### src/rtl/qos_vc_router_if.sv
// Ingress/egress and counter-read bundle of the QoS virtual-channel router.
interface qos_vc_router_if #(
    parameter int DATA_W = 12,
    parameter int CH     = 4,
    parameter int CH_W   = 2,
    parameter int CNT_W  = 5
);
    logic                       push;
    logic [DATA_W-1:0]          data_in;
    logic [CH-1:0]              pop;
    logic [CH-1:0][DATA_W-1:0]  data_out;
    logic [CH-1:0]              empty;
    logic [CH-1:0]              almost_full;
    logic [CH-1:0]              almost_empty;
    logic                       pause;
    logic                       req;
    logic [CH_W:0]              idx;
    logic                       valid;
    logic [CNT_W-1:0]           data;

    modport master (
        output push, data_in, pop, req, idx,
        input  data_out, empty, almost_full, almost_empty, pause, valid, data
    );
    modport slave (
        input  push, data_in, pop, req, idx,
        output data_out, empty, almost_full, almost_empty, pause, valid, data
    );
endinterface

### src/rtl/qos_vc_router.sv
// QoS VC router: per-channel show-ahead FIFOs with threshold flags, hysteretic
// pause, saturating push counters and a RESET/INIT/IDLE/ACTIVE/ERROR controller.
module qos_vc_lane #(
    parameter int DATA_W = 12,
    parameter int DEPTH  = 8,
    parameter int PTR_W  = 3,
    parameter int CNT_W  = 5
) (
    input  logic              clk,
    input  logic              flush,
    input  logic              push,
    input  logic              pop,
    input  logic [DATA_W-1:0] wdata,
    input  logic [PTR_W:0]    hi,
    input  logic [PTR_W:0]    lo,
    output logic [DATA_W-1:0] head,
    output logic              empty,
    output logic              almost_full,
    output logic              almost_empty,
    output logic              drop,
    output logic [CNT_W-1:0]  count
);
    localparam logic [CNT_W-1:0] CNT_MAX = '1;

    logic [DATA_W-1:0] mem [DEPTH];
    logic [PTR_W-1:0]  wptr, rptr;
    logic [PTR_W:0]    occ;
    logic              full, accept, rd;

    assign full   = (occ == (PTR_W+1)'(DEPTH));
    assign empty  = (occ == '0);
    // A pop on a full channel frees the slot the same-cycle push lands in.
    assign accept = push && (!full || pop);
    assign rd     = pop && !empty;
    assign drop   = push && full && !pop;

    assign head         = mem[rptr];
    assign almost_full  = (occ >= hi);
    assign almost_empty = (occ <= lo);

    always_ff @(posedge clk) begin
        if (!flush && accept) mem[wptr] <= wdata;
    end

    always_ff @(posedge clk) begin
        if (flush) begin
            wptr  <= '0;
            rptr  <= '0;
            occ   <= '0;
            count <= '0;
        end else begin
            if (accept) wptr <= wptr + 1'b1;
            if (rd)     rptr <= rptr + 1'b1;
            occ <= occ + {{PTR_W{1'b0}}, accept} - {{PTR_W{1'b0}}, rd};
            if (accept && count != CNT_MAX) count <= count + 1'b1;
        end
    end
endmodule

module qos_vc_router #(
    parameter int DATA_W = 12,
    parameter int CH     = 4,
    parameter int CH_W   = 2,
    parameter int DEPTH  = 8,
    parameter int PTR_W  = 3,
    parameter int CNT_W  = 5
) (
    input  logic                 clk,
    input  logic                 reset,
    input  logic                 init,
    input  logic [PTR_W:0]       umbralHigh,
    input  logic [PTR_W:0]       umbralLow,
    qos_vc_router_if.slave       bus,
    output logic                 active_out,
    output logic                 idle_out,
    output logic                 error_out
);
    typedef enum logic [2:0] {S_RESET, S_INIT, S_IDLE, S_ACTIVE, S_ERROR} state_t;

    localparam logic [PTR_W:0] HI_DEF = (PTR_W+1)'(DEPTH - 1);
    localparam logic [PTR_W:0] LO_DEF = (PTR_W+1)'(1);

    state_t                    state, nxt;
    logic                      run, flush;
    logic [CH_W-1:0]           ch;
    logic [PTR_W:0]            hi, lo;
    logic [CH-1:0][DATA_W-1:0] head;
    logic [CH-1:0]             empty, af, ae, drop;
    logic [CH-1:0][CNT_W-1:0]  cnt;
    logic                      rd_ok;

    assign run   = (state == S_IDLE) || (state == S_ACTIVE) || (state == S_ERROR);
    assign flush = reset || !run;
    assign ch    = bus.data_in[DATA_W-1 -: CH_W];

    for (genvar i = 0; i < CH; i++) begin : g_lane
        qos_vc_lane #(.DATA_W(DATA_W), .DEPTH(DEPTH), .PTR_W(PTR_W), .CNT_W(CNT_W)) u_lane (
            .clk         (clk),
            .flush       (flush),
            .push        (run && bus.push && (ch == CH_W'(i))),
            .pop         (run && bus.pop[i]),
            .wdata       (bus.data_in),
            .hi          (hi),
            .lo          (lo),
            .head        (head[i]),
            .empty       (empty[i]),
            .almost_full (af[i]),
            .almost_empty(ae[i]),
            .drop        (drop[i]),
            .count       (cnt[i])
        );
    end

    assign bus.data_out     = head;
    assign bus.empty        = empty;
    assign bus.almost_full  = af;
    assign bus.almost_empty = ae;

    // Thresholds track the inputs through INIT; a bad pair on exit falls back to defaults.
    always_ff @(posedge clk) begin
        if (reset) begin
            hi <= HI_DEF;
            lo <= LO_DEF;
        end else if (state == S_INIT) begin
            if (!init && (umbralLow >= umbralHigh || umbralHigh > (PTR_W+1)'(DEPTH))) begin
                hi <= HI_DEF;
                lo <= LO_DEF;
            end else begin
                hi <= umbralHigh;
                lo <= umbralLow;
            end
        end
    end

    always_ff @(posedge clk) begin
        if (reset)    bus.pause <= 1'b0;
        else if (|af) bus.pause <= 1'b1;
        else if (&ae) bus.pause <= 1'b0;
    end

    assign rd_ok = bus.req && (bus.idx < (CH_W+1)'(CH));

    always_ff @(posedge clk) begin
        if (reset) begin
            bus.valid <= 1'b0;
            bus.data  <= '0;
        end else begin
            bus.valid <= rd_ok;
            if (rd_ok) bus.data <= cnt[bus.idx[CH_W-1:0]];
        end
    end

    always_comb begin
        nxt = state;
        case (state)
            S_RESET: nxt = S_INIT;
            S_INIT:  if (!init) nxt = S_IDLE;
            S_IDLE, S_ACTIVE: begin
                if (init)                                       nxt = S_INIT;
                else if (|drop)                                 nxt = S_ERROR;
                else if (state == S_IDLE && bus.push)           nxt = S_ACTIVE;
                else if (state == S_ACTIVE && &empty && !bus.push) nxt = S_IDLE;
            end
            S_ERROR: if (init) nxt = S_INIT;
            default: nxt = S_RESET;
        endcase
    end

    always_ff @(posedge clk) begin
        if (reset) begin
            state      <= S_RESET;
            idle_out   <= 1'b0;
            active_out <= 1'b0;
            error_out  <= 1'b0;
        end else begin
            state      <= nxt;
            idle_out   <= (nxt == S_IDLE);
            active_out <= (nxt == S_ACTIVE);
            error_out  <= (nxt == S_ERROR);
        end
    end
endmodule

### src/flat_wrapper.sv
// flat-port wrapper written by rule: the top's interface ports become plain ports
module qos_vc_router_flat 
#(
    parameter int DATA_W = 12,
    parameter int CH     = 4,
    parameter int CH_W   = 2,
    parameter int DEPTH  = 8,
    parameter int PTR_W  = 3,
    parameter int CNT_W  = 5
)
  (clk, reset, init, umbralHigh, umbralLow, active_out, idle_out, error_out, bus_push, bus_data_in, bus_pop, bus_req, bus_idx, bus_data_out, bus_empty, bus_almost_full, bus_almost_empty, bus_pause, bus_valid, bus_data);
  qos_vc_router_if #(.DATA_W(DATA_W), .CH(CH), .CH_W(CH_W), .CNT_W(CNT_W)) bus_i ();
  input  logic clk;
  input  logic reset;
  input  logic init;
  input  logic [PTR_W:0] umbralHigh;
  input  logic [PTR_W:0] umbralLow;
  output logic active_out;
  output logic idle_out;
  output logic error_out;
  input wire logic [$bits(bus_i.push)-1:0] bus_push;
  input wire logic [$bits(bus_i.data_in)-1:0] bus_data_in;
  input wire logic [$bits(bus_i.pop)-1:0] bus_pop;
  input wire logic [$bits(bus_i.req)-1:0] bus_req;
  input wire logic [$bits(bus_i.idx)-1:0] bus_idx;
  output wire logic [$bits(bus_i.data_out)-1:0] bus_data_out;
  output wire logic [$bits(bus_i.empty)-1:0] bus_empty;
  output wire logic [$bits(bus_i.almost_full)-1:0] bus_almost_full;
  output wire logic [$bits(bus_i.almost_empty)-1:0] bus_almost_empty;
  output wire logic [$bits(bus_i.pause)-1:0] bus_pause;
  output wire logic [$bits(bus_i.valid)-1:0] bus_valid;
  output wire logic [$bits(bus_i.data)-1:0] bus_data;
  assign bus_i.push = bus_push;
  assign bus_i.data_in = bus_data_in;
  assign bus_i.pop = bus_pop;
  assign bus_i.req = bus_req;
  assign bus_i.idx = bus_idx;
  assign bus_data_out = bus_i.data_out;
  assign bus_empty = bus_i.empty;
  assign bus_almost_full = bus_i.almost_full;
  assign bus_almost_empty = bus_i.almost_empty;
  assign bus_pause = bus_i.pause;
  assign bus_valid = bus_i.valid;
  assign bus_data = bus_i.data;
  qos_vc_router #(.DATA_W(DATA_W), .CH(CH), .CH_W(CH_W), .DEPTH(DEPTH), .PTR_W(PTR_W), .CNT_W(CNT_W)) u_core (.clk(clk), .reset(reset), .init(init), .umbralHigh(umbralHigh), .umbralLow(umbralLow), .bus(bus_i), .active_out(active_out), .idle_out(idle_out), .error_out(error_out));
endmodule
### config.mk
export PLATFORM = sky130hd
export DESIGN_NAME = qos_vc_router_flat
export DESIGN_NICKNAME = d
export VERILOG_FILES = /design/src/rtl/qos_vc_router_if.sv /design/src/rtl/qos_vc_router.sv /design/src/flat_wrapper.sv
export SDC_FILE = /design/constraint.sdc
export NUM_CORES = 1
export LEC_CHECK = 0
export CAP_MARGIN = 30
export CORE_MARGIN = 2
export CORE_UTILIZATION = 35
export CTS_CLUSTER_SIZE = 24
export DETAILED_ROUTE_END_ITERATION = 10
export PLACE_DENSITY = 0.47
export SLEW_MARGIN = 20
export SYNTH_ARGS = -nofsm -noshare
export SYNTH_HDL_FRONTEND = slang
export SYNTH_HIERARCHICAL = 1
export SYNTH_SLANG_ARGS = --single-unit
### constraint.sdc
create_clock -name clk -period 5.55 [get_ports clk]
set_input_delay 0.8325 -clock clk [delete_from_list [all_inputs] [get_ports clk]]
set_output_delay 0.8325 -clock clk [all_outputs]
set_load 0.05 [all_outputs]
Word-level counts from Yosys, hierarchy flattened --
Memories as Yosys holds them, arrays and structs flattened. A register that Yosys moved wholly into a read port is not among the register bits. Index checks and enable logic that the tools add are counted. Widths: inputs -> output; s select.
Storage, ports and cells: bits of input ports 32, output and inout port bits 70, ROM bits 0, memories 4, word-level logic and storage cells 182, bits in registers 81, latch bits 0, bits in writable memories 384
Cells by class: divide/modulo/power cells 0, bitwise logic cells 0, mux-type cells 29, shift operators 0, equal/unequal tests 18, add/subtract/negate cells 20, reductions and logical operators 74, $mul 0, $lt $le $gt $ge 12
Memories:
- u_core.g_lane[0].u_lane.mem | words 8, bits a word 12, rd ports 1, clocked after memory_dff 1, wr ports 1, RTL line qos_vc_router.sv:25 | logic [DATA_W-1:0] mem [DEPTH];
- u_core.g_lane[1].u_lane.mem | words 8, bits a word 12, rd ports 1, clocked after memory_dff 1, wr ports 1, RTL line qos_vc_router.sv:25
- u_core.g_lane[2].u_lane.mem | words 8, bits a word 12, rd ports 1, clocked after memory_dff 1, wr ports 1, RTL line qos_vc_router.sv:25
- u_core.g_lane[3].u_lane.mem | words 8, bits a word 12, rd ports 1, clocked after memory_dff 1, wr ports 1, RTL line qos_vc_router.sv:25
Operators with widths (count):
- $mux 3 | 14
- $logic_and 1x1->1 | 38
- $add 3x1->3 const B | 8
- $add 5x1->5 const B | 4
- $ge 4x4->1 | 5
- $ne 5x5->1 const B | 4
- $add 4x1->4 | 4
- $eq 4x4->1 const B | 4
- $le 4x4->1 | 4
- $logic_not 1->1 | 16
- $logic_not 4->1 | 4
- $sub 4x1->4 | 4
- $eq 3x2->1 const B | 4
- $pmux 3 s4 | 1
- $bmux 5 s2 | 1
- $mux 1 | 10
- $logic_or 1x1->1 | 8
- $mux 4 | 2
- $reduce_and 4->1 | 2
- $reduce_or 4->1 | 2
- $eq 3x3->1 const B | 2
- $mux 5 | 1
- $eq 2x2->1 const B | 2
- $gt 4x4->1 const B | 1
- other kinds (8) | 8

Longest topological paths before layout --
depth in word-level cells 12, gate-level depth with buffers 12, depth with buffers taken out 12

By module --
Netlist, hierarchy kept.
Modules (own cells, without submodules):
- qos_vc_lane | sequential area each 3243.1 µm², times used 4, cells an instance 268, area an instance 4767.1 µm²
- qos_vc_router | sequential area each 420.4 µm², times used 1, cells an instance 108, area an instance 1058.5 µm²

Worst setup path before layout --
No wires, ideal clock.
path kind input-to-reg, from input bus_push, to memory u_core.g_lane[1].u_lane.mem[0][0], enable pin, arrival time 2.945 ns, buffers on the path 0, data required time 5.133 ns, stages on the path 4, setup time 0.417 ns, path slack 2.188 ns, path through nand2b_1 > nor3b_1 > nand2_2 > nor4b_1
On the way: cells in the longest elaborated chain, start to end 6
Ends and longest elaborated chain:
- start, declared | RTL line flat_wrapper.sv:21 | input wire logic [$bits(bus_i.push)-1:0] bus_push;
- $logic_and 1x1->1 (2 in series) | RTL line qos_vc_router.sv:100 | .push (run && bus.push && (ch == CH_W'(i))),
- $logic_and 1x1->1 | RTL line qos_vc_router.sv:33 | assign accept = push && (!full || pop);
- $logic_and 1x1->1 | RTL line qos_vc_router.sv:42 | if (!flush && accept) mem[wptr] <= wdata;
- $mux 1 | RTL line qos_vc_router.sv:42
- $mux 1 (implied by the code) | RTL line qos_vc_router.sv:42
- end, declared | RTL line qos_vc_router.sv:25
Every way passes these cells.

==> flow_metrics.env <==
export IMPL_yosys_area_top_type="edfxtp_1"
export IMPL_power_density_nw_per_um2=305
export IMPL_comb_power_share=0.023
export IMPL_rsz0062_at_grt="false"
export IMPL_p_leak_uw=0.00806
export IMPL_fp_row_count=87
export IMPL_drv_slew=0
export IMPL_gr_total_overflow=0
export IMPL_setup_tns_ns=0
export IMPL_yosysTopAreaCellShare=0.573
export IMPL_clockRootBuffer="clkbuf_16"
export IMPL_antenna_found_initial=2
export IMPL_status="finished clean"
export IMPL_cts_sinks=477
export IMPL_clk_pin_slew_ns=0.06
export IMPL_hold_class="reg2reg"
export IMPL_syn_nets=1292
export IMPL_drc=0
export IMPL_die_w_um=244
export IMPL_h_tree_depth=2
export IMPL_hold_viol_final=0
export IMPL_grt_pass1_vias=11100
export IMPL_synthCells=1180
export IMPL_n_antenna_cell=0
export IMPL_cts_tree="yes"
export IMPL_crit_type="reg2out"
export IMPL_cap_violations=0
export IMPL_ys_types=49
export IMPL_area_delta_synth_final_pct=19.2
export IMPL_cts_resized_gates=0
export IMPL_post_cts_buffers=0
export IMPL_fmax_mhz=236
export IMPL_synth_area_um2=20100
export IMPL_drive_above_1_share=0.165
export IMPL_synth_commonest_cells="384 x edfxtp_1, 93 x dfxtp_1, 84 x mux4_1"
export IMPL_cp_slowest_stage_delay_ns=0.85
export IMPL_cts_buffers=51
export IMPL_netSwitchingFraction=0.203
export IMPL_layoutNonFillerInstCount=2152
export IMPL_intPower_uw=5830
export IMPL_ir_drop_mv=0.201
export IMPL_fin_crit_ns=4.24
export IMPL_cts_buffer_depth=3
export IMPL_synth_seq_area_share=0.665
export IMPL_routedWlPerCell_um=21.3
export IMPL_clkPwrFrac=0.448
export IMPL_synthArstFlopShare=0
export IMPL_cp_max_fo=12
export IMPL_synth_compound_area_frac=0.0250
export IMPL_r2r_setup_slack_ns=2.05
export IMPL_finalCritPeriodShare=0.764
export IMPL_drt_iter0_drc=682
export IMPL_synthesis_area_per_instance_um2=17.1
export IMPL_grt_pass1_wl_um=69100
export IMPL_ctsHoldBuffers=0
export IMPL_fin_worst_skew_ns=0.0157
export IMPL_synth_top_family_by_area="multiplexers"
export IMPL_fp_dieH_um=244
export IMPL_place_inst=2056
export IMPL_setup_viol=0
export IMPL_synth_mux_area_frac=0.156
export IMPL_dr_pass1_iters=4
export IMPL_p_sw_uw=1480
export IMPL_synth_most_common_cell="edfxtp_1"
export IMPL_synth_edf_count=384
export IMPL_core_area_um2=56600
export IMPL_synthFlopType="edfxtp_1"
export IMPL_clk_latency_ns=0.58
export IMPL_io_pins=102
export IMPL_dp_final_hpwl_um=28500
export IMPL_tightest_slew_ns=0.927
export IMPL_synth_xor_area_frac=0.0157
export IMPL_grt_usage=0.155
export IMPL_sequentialPowerShare=0.530
export IMPL_synth_area_leaders="edfxtp_1 57%, mux4_1 11%, dfxtp_1 9.3%, ha_1 4.7%, mux2_2 2.7%"
export IMPL_arrival_ns=3.41
export IMPL_endpoint_kind="primary output"
export IMPL_design_die_area_um2=59400
export IMPL_viasPerCell=4.89
export IMPL_start_util=0.356
export IMPL_place_port_buffers=101
export IMPL_nFillCells=5151
export IMPL_yosys_warnings=6
export IMPL_ant_nets=0
export IMPL_totalWireLength_um=45800
export IMPL_path_cells="buf_4 > mux4_1 > mux2_2 > clkdlybuf4s50_1"
export IMPL_slew_headroom=0.373
export IMPL_synth_fa_ha_area_frac=0.0512
export IMPL_cp_start_kind="flop"
export IMPL_grt_max_degree=51
export IMPL_gp_congestion=0.748
export IMPL_cp_required_ns=4.72
export IMPL_nNetsFinal=1466
export IMPL_vias=10500
export IMPL_synth_simple_gate_area_frac=0.0617
export IMPL_final_util=0.424
export IMPL_ys_ff_latch=477
export IMPL_hold_ws_ns=0.461
export IMPL_slowest_stage="dfxtp_1"
==> logic make-up after synthesis <==
group           Yosys count
xor+xnor                 36
mux                     150
compound gates           84
fa+ha+maj                80
flops                   477
buf+inv                 107
simple gates            246
==> worst paths after layout <==
path / start / end / cells after the start
worst max-delay path: flop / bus_data_out[30] / 4
worst min-delay path: u_core/bus.data[3] / u_core/bus.data[3] / 2
worst max register to register: u_core/state[2] / u_core/g_lane[3].u_lane/occ[3] / 11
worst min register to register: u_core/bus.data[3] / u_core/bus.data[3] / 2
==> routing by layer <==
layer	part of all wire	routed length, um	GRT usage
met1	0.47	21500	0.213
met2	0.47	21400	0.249
met3	0.039	1780	0.0294
met4	0.022	1010	0.0461
met5	0.00066	30	0
==> cell usage in the layout (no fill, tap or decap), types with 5 or more instances in the layout <==
cell type	instances
clkbuf_1	17
nand2b_1	8
nor3_1	8
mux4_2	17
a21o_1	5
xor2_1	16
nand3_1	24
xnor2_1	20
a21oi_1	41
nand2_1	48
clkbuf_8	5
nor3b_1	7
dfxtp_1	91
mux2_2	48
nor3_2	12
clkinv_1	6
buf_4	56
mux4_1	84
clkinv_2	9
ha_1	76
nor2_1	79
nor4_2	5
inv_1	69
a21boi_0	5
clkbuf_16	53
o21ai_0	20
edfxtp_1	384
clkdlybuf4s50_1	100
nor2b_1	13
==> sequential cells by signal (all words and copies together), names as in the netlist, named ones only <==
register                    cells
u_core/active_out               1
u_core/bus.data                 5
u_core/bus.pause                1
u_core/bus.valid                1
u_core/error_out                1
u_core/g_lane.u_lane/count     20
u_core/g_lane.u_lane/mem      384
u_core/g_lane.u_lane/occ       16
u_core/g_lane.u_lane/rptr      12
u_core/g_lane.u_lane/wptr      12
u_core/hi                       4
u_core/idle_out                 1
u_core/lo                       4
u_core/state                    3
==> layout make-up <==
cell class,count,area (um2),share of cell area
sequential,477,13400,0.558
multi-input combinational,596,6340,0.264
clock buffer,75,1460,0.0608
timing repair buffer,159,1440,0.0601
tap,756,946,0.0394
inverter,69,259,0.0108
clock inverter,20,153,0.00636
==> power groups by stage <==
stage	clock network, uW	logic, uW	registers [uW]
6_report	3270	165	3870
5_1_grt	3520	183	3870
4_1_cts	3370	167	3870
3_5_place_dp	0	167	3950
3_3_place_gp	0	164	3950
2_1_floorplan	0	58.9	3950
==> worst max-delay path: cells and delay by family, from the launching register on <==
kind / cells / cell delay [ns]
buffers and inverters: 2 / 1.03
multiplexers: 2 / 0.93
flip-flops: 1 / 0.85
==> metrics by stage <==
stage | total power [uW] | worst slack [ns] | instance area, um2
2_1_floorplan | 4010 | 2.19 | 20100
3_3_place_gp | 4110 | 1.68 | 22400
3_5_place_dp | 4110 | 1.68 | 22400
4_1_cts | 7410 | 1.23 | 24000
5_1_grt | 7580 | 1.19 | 24000
6_report | 7310 | 1.31 | 24000
No activity file was read; power rests on OpenSTA's default activity.
